===== config.mk =====
export PLATFORM = sky130hd
export DESIGN_NAME = goldschmidt_div_seq
export DESIGN_NICKNAME = d
export VERILOG_FILES = /design/src/rtl/goldschmidt_div_seq.sv
export SDC_FILE = /design/constraint.sdc
export NUM_CORES = 1
export LEC_CHECK = 0
export BUFFER_PORTS_ARGS = -buffer_cell sky130_fd_sc_hd__buf_2
export CAP_MARGIN = 20
export CORE_MARGIN = 2
export CORE_UTILIZATION = 30
export DETAILED_ROUTE_END_ITERATION = 10
export GPL_ROUTABILITY_DRIVEN = 0
export GPL_TIMING_DRIVEN = 0
export PLACE_DENSITY_LB_ADDON = 0.12
export SLEW_MARGIN = 20
export SYNTH_ARGS = -nofsm -noshare
export SYNTH_HDL_FRONTEND = slang
export SYNTH_SLANG_ARGS = --single-unit

===== constraint.sdc =====
create_clock -name clk -period 11.3 [get_ports clk]
set_input_delay 0.565 -clock clk [delete_from_list [all_inputs] [get_ports clk]]
set_output_delay 0.565 -clock clk [all_outputs]
set_load 0.01 [all_outputs]

===== src/rtl/goldschmidt_div_seq.sv =====
// Sequential Goldschmidt divider sharing one WIDTHxWIDTH multiplier between the N and D streams.
// Define GDIV_INEXACT_EN to add the registered `inexact` output flag.
module goldschmidt_div_seq #(
  parameter int WIDTH = 16,
  parameter int ITER  = 4
) (
  input  logic             clk,
  input  logic             reset,
  input  logic             in_valid,
  output logic             in_ready,
  input  logic [WIDTH-1:0] n,
  input  logic [WIDTH-1:0] d,
  input  logic [WIDTH-1:0] ia,
  output logic             out_valid,
  input  logic             out_ready,
  output logic [WIDTH-1:0] result,
  output logic             div_zero,
`ifdef GDIV_INEXACT_EN
  output logic             inexact,
`endif
  output logic [2:0]       state_dbg
);

  localparam logic [2:0] IDLE = 3'd0;
  localparam logic [2:0] MN   = 3'd1;
  localparam logic [2:0] MD   = 3'd2;
  localparam logic [2:0] RND  = 3'd3;
  localparam logic [2:0] DONE = 3'd4;

  localparam int CW = $clog2(ITER + 1);

  logic [2:0]         state;
  logic [CW-1:0]      cnt;
  logic [WIDTH-1:0]   n_q, d_q, k_q;
  logic [2*WIDTH-1:0] p_q;

  // Rounding of the current product back to Q1.(WIDTH-1), saturating on overflow.
  logic [WIDTH-1:0] keep, rounded, rne_val, k_next, kk, mul_a, mul_b;
  logic             guard, sticky, round_up, carry, rne_sat;
  logic [2*WIDTH-1:0] product;

  always_comb begin
    keep     = p_q[2*WIDTH-2:WIDTH-1];
    guard    = p_q[WIDTH-2];
    sticky   = |p_q[WIDTH-3:0];
    round_up = guard & (sticky | keep[0]);
    {carry, rounded} = {1'b0, keep} + {{WIDTH{1'b0}}, round_up};
    rne_sat  = p_q[2*WIDTH-1] | carry;
    rne_val  = rne_sat ? {WIDTH{1'b1}} : rounded;
    k_next   = (~rne_val) + {{(WIDTH-1){1'b0}}, 1'b1};
  end

  // The first MN uses the seed; later MNs use K = 2 - D taken straight from the fresh D product.
  always_comb begin
    kk      = (cnt == '0) ? k_q : k_next;
    mul_a   = (state == MN) ? n_q : d_q;
    mul_b   = (state == MN) ? kk : k_q;
    product = (2*WIDTH)'(mul_a) * (2*WIDTH)'(mul_b);
  end

`ifdef GDIV_INEXACT_EN
  logic lost;
  always_comb lost = guard | sticky | rne_sat;
`endif

  assign in_ready  = (state == IDLE);
  assign state_dbg = state;

  // Handshakes: a transfer happens on a rising edge where valid and ready are both high;
  // out_valid/result/div_zero hold steady until that transfer.
  always_ff @(posedge clk or negedge reset) begin
    if (!reset) begin
      state     <= IDLE;
      cnt       <= '0;
      n_q       <= '0;
      d_q       <= '0;
      k_q       <= '0;
      p_q       <= '0;
      result    <= '0;
      div_zero  <= 1'b0;
      out_valid <= 1'b0;
`ifdef GDIV_INEXACT_EN
      inexact   <= 1'b0;
`endif
    end else begin
      case (state)
        IDLE: begin
          if (in_valid) begin
            n_q <= n;
            d_q <= d;
            k_q <= ia;
            cnt <= '0;
            if (d == '0) begin
              result    <= {WIDTH{1'b1}};
              div_zero  <= 1'b1;
              out_valid <= 1'b1;
`ifdef GDIV_INEXACT_EN
              inexact   <= 1'b0;
`endif
              state     <= DONE;
            end else begin
              state <= MN;
            end
          end
        end
        MN: begin
          p_q <= product;
          if (cnt != '0) begin
            d_q <= rne_val;
            k_q <= k_next;
          end
          state <= (cnt == CW'(ITER - 1)) ? RND : MD;
        end
        MD: begin
          n_q   <= rne_val;
          p_q   <= product;
          cnt   <= cnt + 1'b1;
          state <= MN;
        end
        RND: begin
          result    <= rne_val;
          div_zero  <= 1'b0;
          out_valid <= 1'b1;
`ifdef GDIV_INEXACT_EN
          inexact   <= lost;
`endif
          state     <= DONE;
        end
        DONE: begin
          if (out_ready) begin
            out_valid <= 1'b0;
            state     <= IDLE;
          end
        end
        default: begin
          out_valid <= 1'b0;
          state     <= IDLE;
        end
      endcase
    end
  end

endmodule


==> results of run 1 <==
## state kept, by name (all words and copies together) (netlist names)
register   flops
d_q           16
k_q           16
div_zero       1
result        16
out_valid      1
p_q           32
state_dbg      3
cnt            3
n_q           16
## what timing repair did
item | CTS | global route
setup endpoints to repair | 0 | 7
buffers inserted | 0 | 0
resized for setup | 0 | 4
## cells in the mapped netlist (5+ instances only)
| cell type | count |
|---|---|
| nand4_1 | 11 |
| xor2_1 | 19 |
| o22a_1 | 6 |
| buf_1 | 10 |
| and3_1 | 18 |
| dfrtp_1 | 104 |
| nand3_1 | 13 |
| or3_1 | 5 |
| mux2i_1 | 35 |
| clkbuf_1 | 48 |
| and2_1 | 16 |
| nor2_1 | 207 |
| mux2_2 | 5 |
| nor4_1 | 15 |
| or2_2 | 12 |
| nand2_1 | 250 |
| nand2b_1 | 22 |
| nor3_1 | 19 |
| a21o_1 | 26 |
| ha_1 | 109 |
| inv_1 | 252 |
| o21a_1 | 5 |
| o21ai_0 | 54 |
| a21oi_1 | 77 |
| fa_1 | 194 |
| o211ai_1 | 5 |
| xnor2_1 | 28 |
| a31oi_1 | 17 |
| a211oi_1 | 15 |
## stage by stage
step	setup slack (ps)	hold slack (ps)
floorplan	2650	269
global placement	187	455
detailed placement	237	459
CTS	183	94.0
global route	154	105
finish	573	88.9
## cells by family (layout without fill, tap and decap cells)
kind of cell,count (synthesis),count (layout),synth area share
AND/OR/NAND/NOR,612,612,0.192
buffers and inverters,318,412,0.0858
adder cells (fa/ha/maj),303,303,0.371
AO/OA/AOI/OAI,241,241,0.109
flip-flops,104,104,0.184
XOR/XNOR,47,47,0.0291
multiplexers,40,40,0.0288
## final cells by class
cell class	instances	area, µm²
Fill cell	4927	30900
Multi-Input combinational cell	1243	10400
Timing Repair Buffer	78	433
Clock buffer	9	225
Inverter	253	950
Sequential cell	104	2600
Tap cell	607	759
Clock inverter	7	80.1
Buffer	65	264
## per-layer routing
layer	vias up	routed length [µm]
met5	-	0
met4	0	1320
met3	53	2780
met2	288	22700
met1	6017	24000
li1	5516	-
## worst max-delay path by stage
| stage | to | slack (ps) | cells past startpoint | startpoint |
|---|---|---|---|---|
| 2_1_floorplan | p_q[28] | 2650 | 35 | p_q[14] |
| 3_3_place_gp | p_q[30] | 190 | 34 | p_q[14] |
| 3_5_place_dp | p_q[30] | 240 | 34 | p_q[14] |
| 4_1_cts | p_q[30] | 180 | 34 | p_q[14] |
| 5_1_grt | p_q[30] | 150 | 34 | p_q[14] |
| 6_report | p_q[30] | 570 | 34 | p_q[14] |
## cell usage in the layout (no fill, tap or decap), types with 6 or more instances in the layout
| cell | n |
|---|---|
| and3_1 | 18 |
| nand2_1 | 250 |
| o21ai_0 | 54 |
| fa_1 | 194 |
| dfrtp_1 | 104 |
| mux2i_1 | 23 |
| xnor2_1 | 28 |
| buf_1 | 10 |
| a31oi_1 | 17 |
| buf_2 | 76 |
| clkbuf_16 | 9 |
| o22a_1 | 6 |
| and2_1 | 16 |
| a21oi_1 | 77 |
| xor2_1 | 19 |
| clkbuf_1 | 48 |
| nand3_1 | 13 |
| a21o_1 | 26 |
| mux2i_2 | 12 |
| nor4_1 | 15 |
| or2_2 | 12 |
| nand4_1 | 11 |
| nand2b_1 | 22 |
| ha_1 | 109 |
| a211oi_1 | 15 |
| inv_1 | 252 |
| nor3_1 | 17 |
| nor2_1 | 206 |
==> impl_metrics.csv, run 1 <==
group,metric,value,unit
sta,rsz0062_at_grt,"false",
floorplan,core-area,46600,µm²
sta,slew_headroom,0.213,
detailed_routing,drt_iter0_markers,1015,
synth,synth.distinct_cells,66,
sta,hold_viol,0,
floorplan,chipHeight,221,µm
worst_setup_path,worstPathRequired,11540,ps
synth,synth_edf_count,0,
cts,clk_pin_slew_worst_paths,80,ps
worst_setup_path,ff2ff_path_depth,34,
synth,yosysTopAreaCellShare,0.275,
synth,synthesis.area,14100,µm²
detailed_routing,ant_nets,0,
global_routing,grt_overflow,0,
synth,synth_nets,2020,
worst_setup_path,worstSetupStartpointType,"flip-flop",
sta,finalClockSkew,11.7,ps
hold_path,hp-class,"in2async",
final_layout,finalNonFillerCells,2366,
final_layout,nets,2109,
final_layout,post-route-util,0.337,
worst_setup_path,path_buf_inv,7,
detailed_routing,routed-via-count,11874,
global_routing,grt_usage,0.212,
synth,yosys.area.top_type,"fa_1",
floorplan,io_pins,74,
run,drv_cap,0,
synth,synth.top_cells.by_area,"fa_1 27%, dfrtp_1 18%, ha_1 9.6%, inv_1 6.7%, nand2_1 6.6%",
final_layout,finalInstanceArea,15700,µm²
worst_setup_path,path_class,"reg2reg",
detailed_routing,wl_per_cell,21.5,µm
sta,fin_crit,10730,ps
worst_setup_path,crit_path_frequent_cell,"fa_1",
worst_setup_path,cp_data_arrival_time,10970,ps
sta,drv_slew,0,
global_routing,grt_pass1_vias,12438,
synth,async_reset_ff_frac,1.00,
global_routing,met1_usage,0.302,
detailed_routing,wl,50.8,mm
worst_setup_path,endpoint_kind,"flip-flop",
sta,period_share,0.949,
sta,setup_viol,0,
floorplan,start_util,0.304,
synth,synth_seq_cells,104,
worst_setup_path,r2r-end,"p_q[30]",
synth,seq_area_frac_synth,0.184,
detailed_routing,routed_via_density,5.02,
final_layout,antenna_cells,0,
placed_design,placed_cell_area,15400,µm²
synth,syn-mean-instance-area,8.49,µm²
cts,htree_levels,3,
placed_design,place.detailed.hpwl,42.1,mm
sta,fmax,0.0932,GHz
cts,clk_latency,380,ps
cts,cts_made_buffers,9,
outcome,status,"completed",
cts,cts_tree,"done",
floorplan,die_x,221,µm
detailed_routing,detail_route.first_pass.iterations,5,
synth,synth_warnings,0,
global_routing,grt_util_met2,0.332,
floorplan,rows,79,
global_routing,grt_use_met3,0.0392,
floorplan,dieArea,48900,µm²
global_routing,grt_max_degree,68,
sta,tns,0,ps
placed_design,port_buffers,73,
synth,synthCells,1665,
cts,cts_hold_buf,0,
worst_setup_path,slowest_stage,"fa_1",
synth,ys.flop_type,"dfrtp_1",
placed_design,dp_cells,2350,
detailed_routing,drc,0,
worst_setup_path,cp_max_fo,10,
worst_setup_path,crit_family,"adder cells",
worst_setup_path,reg2reg_from,"p_q[14]",
worst_setup_path,ff2ff_setup_slack,570,ps
cts,max-clock-path-buffers,2,
cts,cts-root-buf,"clkbuf_16",
final_layout,drive_above_1_share,0.0836,
worst_setup_path,max_stage_delay,600,ps
global_routing,antenna_found_initial,0,
global_routing,grt_pass1_wl,78.1,mm
sta,tightest_slew,1180,ps
cts,cts_sinks,104,
final_layout,area_delta_synth_final,11.0,%
global_routing,grt.busiest_layer,"met2",
Power of run 1 is left out: the tool's default activity adds up to more than one toggle a clock period on the data nets, which glitch-free logic cannot reach.
==> run 2: changes to the inputs <==
--- a/config.mk
+++ b/config.mk
@@ -8,11 +8,12 @@
 export BUFFER_PORTS_ARGS = -buffer_cell sky130_fd_sc_hd__buf_2
 export CAP_MARGIN = 20
 export CORE_MARGIN = 2
-export CORE_UTILIZATION = 30
+export CORE_UTILIZATION = 33
 export DETAILED_ROUTE_END_ITERATION = 10
 export GPL_ROUTABILITY_DRIVEN = 0
 export GPL_TIMING_DRIVEN = 0
 export PLACE_DENSITY_LB_ADDON = 0.12
+export REMOVE_ABC_BUFFERS = 1
 export SLEW_MARGIN = 20
 export SYNTH_ARGS = -nofsm -noshare
 export SYNTH_HDL_FRONTEND = slang
==> run 2 against run 1 <==
Setup slack improved by 210 ps. Utilization up 3.4 points. Final cell count is 5.2% lower. Cell area fell by 0.45%. Via count is 4.7% lower. First-iteration DRC count is 34% lower. Global-route usage fell by 1.1 points. Critical endpoint is now p_q[29]. Largest cell class unchanged.
==> impl_metrics.csv, run 2 (synthesized netlist as in run 1, its figures left out) <==
group,metric,value,unit
final_layout,drive_above_1_share,0.0957,
sta,finalClockSkew,16.5,ps
worst_setup_path,cp_data_arrival_time,10740,ps
final_layout,most-common-layout-cells,"252 x inv_1, 249 x nand2_1, 204 x nor2_1, 194 x fa_1, 109 x ha_1",
sta,setup_viol,0,
detailed_routing,wl,43.1,mm
cts,cts_tree,"done",
detailed_routing,wl_per_cell,19.2,µm
final_layout,area_delta_synth_final,10.5,%
global_routing,grt_use_met3,0.0211,
final_layout,layout_commonest_cell,"inv_1",
sta,slew_headroom,0.303,
placed_design,place.detailed.hpwl,34.5,mm
sta,fin_crit,10520,ps
floorplan,rows,75,
floorplan,dieArea,44500,µm²
final_layout,antenna_cells,0,
cts,cts-root-buf,"clkbuf_16",
worst_setup_path,ff2ff_path_depth,32,
detailed_routing,routed-via-count,11310,
detailed_routing,detail_route.first_pass.iterations,4,
global_routing,met1_usage,0.277,
floorplan,io_pins,74,
worst_setup_path,path_buf_inv,5,
floorplan,start_util,0.336,
global_routing,grt_util_met2,0.342,
global_routing,grt_usage,0.202,
global_routing,grt_overflow,0,
sta,drv_slew,0,
final_layout,largest_reg_flops,32,
worst_setup_path,ff2ff_setup_slack,780,ps
cts,cts_sinks,104,
worst_setup_path,worstPathRequired,11520,ps
global_routing,antenna_found_initial,0,
cts,cts_made_buffers,9,
worst_setup_path,path_class,"reg2reg",
sta,rsz0062_at_grt,"false",
final_layout,n_fill_cell,4382,
floorplan,die_x,211,µm
cts,cts_hold_buf,0,
worst_setup_path,slowest_stage,"mux2i_2",
sta,hold_viol,0,
placed_design,port_buffers,73,
floorplan,chipHeight,211,µm
sta,fmax,0.0951,GHz
floorplan,core-area,42100,µm²
cts,htree_levels,3,
sta,tightest_slew,1040,ps
placed_design,place_ws,880,ps
cts,clk_latency,360,ps
hold_path,hp-class,"in2async",
global_routing,grt_pass1_vias,11619,
detailed_routing,drc,0,
sta,period_share,0.931,
final_layout,nets,2053,
final_layout,regMostFlops,"p_q",
cts,post-cts-setup-buffer-count,0,
global_routing,grt_max_degree,60,
worst_setup_path,endpoint_kind,"flip-flop",
cts,clk_pin_slew_worst_paths,90,ps
cts,cts_resized,0,
worst_setup_path,r2r-end,"p_q[29]",
worst_setup_path,crit_path_frequent_cell,"fa_1",
worst_setup_path,crit_family,"adder cells",
run,drv_cap,0,
sta,setup_slack,782,ps
detailed_routing,routed_via_density,5.04,
worst_setup_path,reg2reg_from,"p_q[15]",
global_routing,grt.busiest_layer,"met2",
worst_setup_path,max_stage_delay,780,ps
cts,max-clock-path-buffers,2,
worst_setup_path,cp_max_fo,16,
outcome,status,"completed",
worst_setup_path,worstSetupStartpointType,"flip-flop",
detailed_routing,drt_iter0_markers,669,
global_routing,grt_pass1_wl,68.1,mm
detailed_routing,ant_nets,0,
run 2: cell type report:
type	instances	area, µm²	share of cell area
flip-flops and latches	104	2600	0.167
well taps	539	674	0.0432
repair buffers	87	579	0.0371
inverters	253	955	0.0611
multi-input cells	1243	10500	0.672
clock inverters	7	95.1	0.00609
clock buffers	9	225	0.0144
run 2: metal layers:
layer | vias to the layer above | share of wire | wire, µm
li1 | 5402 | - | -
met1 | 5711 | 0.46 | 19900
met2 | 167 | 0.49 | 21100
met3 | 30 | 0.026 | 1110
met4 | 0 | 0.024 | 1020
met5 | - | 0 | 0
run 2: how the worst max path moves through the flow:
stage | cells after the start | startpoint | end | slack [ps]
after global routing | 32 | p_q[15] | p_q[29] | 180
after CTS | 32 | p_q[15] | p_q[29] | 800
after detailed placement | 32 | p_q[15] | p_q[29] | 880
after global placement | 23 | state_dbg[2] | p_q[29] | -1870
after floorplan | 23 | state_dbg[2] | p_q[29] | 1850
final | 32 | p_q[15] | p_q[29] | 780
run 2: through the flow:
step / instance area (µm²) / TNS, ps / hold WS [ps] / util / instances
detailed placement: 15300 / 0 / 460 / 0.363 / 2226
finish: 15600 / 0 / 153 / 0.371 / 2242
floorplan: 13900 / 0 / 269 / - / 1600
global route: 15600 / 0 / 181 / 0.371 / 2242
global placement: 14900 / -20880 / 455 / 0.354 / 2212
CTS: 15600 / 0 / 177 / 0.371 / 2242
Power of run 2 is left out for the same reason.
==> run 3: changes to the inputs <==
--- a/config.mk
+++ b/config.mk
@@ -5,6 +5,7 @@
 export SDC_FILE = /design/constraint.sdc
 export NUM_CORES = 1
 export LEC_CHECK = 0
+export ABC_AREA = 1
 export BUFFER_PORTS_ARGS = -buffer_cell sky130_fd_sc_hd__buf_2
 export CAP_MARGIN = 20
 export CORE_MARGIN = 2
==> run 3 against run 2 <==
Wire length increased by 10%. Count of clock-buffer cells in the layout grew 1. Setup slack gained 1300 ps. Register-to-register slack improved by 1300 ps. Die area increased by 4.4%. Sequential cell count did not move. Utilization decreased by 0.79 points. Critical path type unchanged. Critical endpoint is now p_q[22]. Largest cell class unchanged. Highest routed layer unchanged.
==> impl_metrics.csv, run 3 <==
group,metric,value,unit
worst_setup_path,worstPathRequired,11550,ps
sta,tns,0,ps
final_layout,layout_commonest_cell,"inv_1",
worst_setup_path,critPathCapture,"p_q[22]",
global_routing,grt_usage,0.211,
synth,synth.distinct_cells,49,
worst_setup_path,crit_path_frequent_cell,"nand2_1",
synth,yosysTopAreaCellShare,0.263,
sta,fin_crit,9220,ps
placed_design,dp_cells,2524,
final_layout,finalNonFillerCells,2541,
sta,hold_viol,0,
placed_design,place_ws,1930,ps
synth,synth_common_cells,"378 x inv_1, 367 x nand2_1, 194 x fa_1",
floorplan,core-area,44200,µm²
sta,finalHoldWorstSlack,77.1,ps
cts,clk_latency,390,ps
synth,ys.flop_type,"dfrtp_1",
global_routing,grt_pass1_wl,75.3,mm
synth,syn-mean-instance-area,7.74,µm²
final_layout,multi_input_area,10400,µm²
detailed_routing,routed_via_density,4.94,
global_routing,grt_pass1_vias,12709,
cts,post-cts-setup-buffer-count,0,
cts,max-clock-path-buffers,2,
detailed_routing,drc,0,
worst_setup_path,worstSetupStartpointType,"flip-flop",
worst_setup_path,path_class,"reg2reg",
worst_setup_path,max_stage_delay,580,ps
detailed_routing,drt_iter0_markers,912,
synth,async_reset_ff_frac,1.00,
synth,synthesis.area,14800,µm²
cts,htree_levels,3,
synth,yosysMostFrequentCell,"inv_1",
worst_setup_path,crit_path_start,"p_q[14]",
cts,cts_tree,"done",
outcome,status,"completed",
synth,synth_seq_cells,104,
final_layout,drive_above_1_share,0.121,
sta,drv_slew,0,
sta,rsz0062_at_grt,"false",
detailed_routing,routed-via-count,12564,
synth,synth_edf_count,0,
floorplan,die_x,216,µm
cts,cts-root-buf,"clkbuf_16",
worst_setup_path,endpoint_kind,"flip-flop",
floorplan,start_util,0.334,
detailed_routing,ant_nets,0,
floorplan,rows,77,
final_layout,nets,2299,
worst_setup_path,cp_data_arrival_time,9460,ps
placed_design,port_buffers,73,
floorplan,io_pins,74,
cts,cts_made_buffers,9,
detailed_routing,wl,47.6,mm
final_layout,area_delta_synth_final,8.65,%
hold_path,hp-class,"in2async",
floorplan,dieArea,46500,µm²
synth,synthCells,1909,
sta,fmax,0.109,GHz
sta,tightest_slew,1060,ps
final_layout,regMostFlops,"p_q",
detailed_routing,detail_route.first_pass.iterations,5,
worst_setup_path,r2r-end,"p_q[22]",
final_layout,largest_reg_flops,32,
worst_setup_path,slowest_stage,"fa_1",
detailed_routing,wl_per_cell,18.7,µm
floorplan,chipHeight,216,µm
global_routing,antenna_found_initial,0,
cts,cts_hold_buf,0,
run,drv_cap,0,
final_layout,most-common-layout-cells,"377 x inv_1, 366 x nand2_1, 194 x fa_1, 191 x nor2_1",
sta,finalClockSkew,22.0,ps
worst_setup_path,ff2ff_path_depth,37,
cts,cts_resized,0,
final_layout,seq_area,2600,µm²
synth,seq_area_frac_synth,0.176,
synth,synth_warnings,0,
worst_setup_path,ff2ff_setup_slack,2080,ps
synth,synth.top_cells.by_area,"fa_1 26%, dfrtp_1 18%, inv_1 9.6%, nand2_1 9.3%, ha_1 9.2%",
worst_setup_path,reg2reg_from,"p_q[14]",
final_layout,antenna_cells,0,
sta,setup_slack,2080,ps
sta,slew_headroom,0.293,
global_routing,grt_overflow,0,
sta,setup_viol,0,
placed_design,place.detailed.hpwl,39.1,mm
synth,yosys.area.top_type,"fa_1",
sta,period_share,0.816,
global_routing,grt_max_degree,72,
cts,clk_pin_slew_worst_paths,90,ps
final_layout,n_fill_cell,4790,
cts,cts_sinks,104,
worst_setup_path,cp_max_fo,12,
-- run 3: cell types whose count changed in the layout (fill, tap and decap cells not counted), sizes merged, moves of 33 or more --
cell / previous run / this run
nand2: 250 / 389
nand3: 14 / 122
inv: 256 / 394
a21oi: 77 / 117
o21ai: 56 / 89
mux2i: 35 / 0
-- run 3: critical path: cells and delay by family, from the launching register on --
family | cells | cell delay (ps)
compound gates | 4 | 820
fa+ha+maj | 9 | 4030
buf+inv | 5 | 440
flops | 1 | 390
simple gates | 19 | 3380
-- run 3: stage by stage --
step / cell area [µm²] / util
after floorplan: 14500 / -
after global placement: 15600 / 0.353
after detailed placement: 15700 / 0.356
after CTS: 16000 / 0.363
after global routing: 16000 / 0.363
final: 16000 / 0.363
-- run 3: logic make-up after synthesis --
family          count (synthesis)  synth area share
compound gates                251            0.0996
buf+inv                       448             0.119
flops                         104             0.176
simple gates                  783             0.237
xor+xnor                       20            0.0129
fa+ha+maj                     303             0.355
-- run 3: per-layer routing --
metal / routed length (µm) / global-route usage / vias to the layer above
met1: 22500 / 0.305 / 6266
met5: 0 / 0 / -
met2: 22200 / 0.342 / 281
met4: 946 / 0.0497 / 0
met3: 1860 / 0.0210 / 48
li1: - / - / 5969
-- run 3: how the worst min path moves through the flow --
stage,startpoint,cells past startpoint,to
after global routing,reset,1,k_q[11]
after CTS,reset,1,k_q[11]
after floorplan,reset,0,cnt[0]
after detailed placement,k_q[11],2,k_q[11]
final,reset,1,k_q[11]
after global placement,p_q[2],2,p_q[2]
-- run 3: area by class of cell --
class | count | share of cell area
inverter | 391 | 0.0916
clock buffer | 10 | 0.0143
timing repair buffer | 81 | 0.0306
clock inverter | 6 | 0.00460
tap | 592 | 0.0462
sequential | 104 | 0.162
multi-input combinational | 1357 | 0.651
Power of run 3 is left out for the same reason.
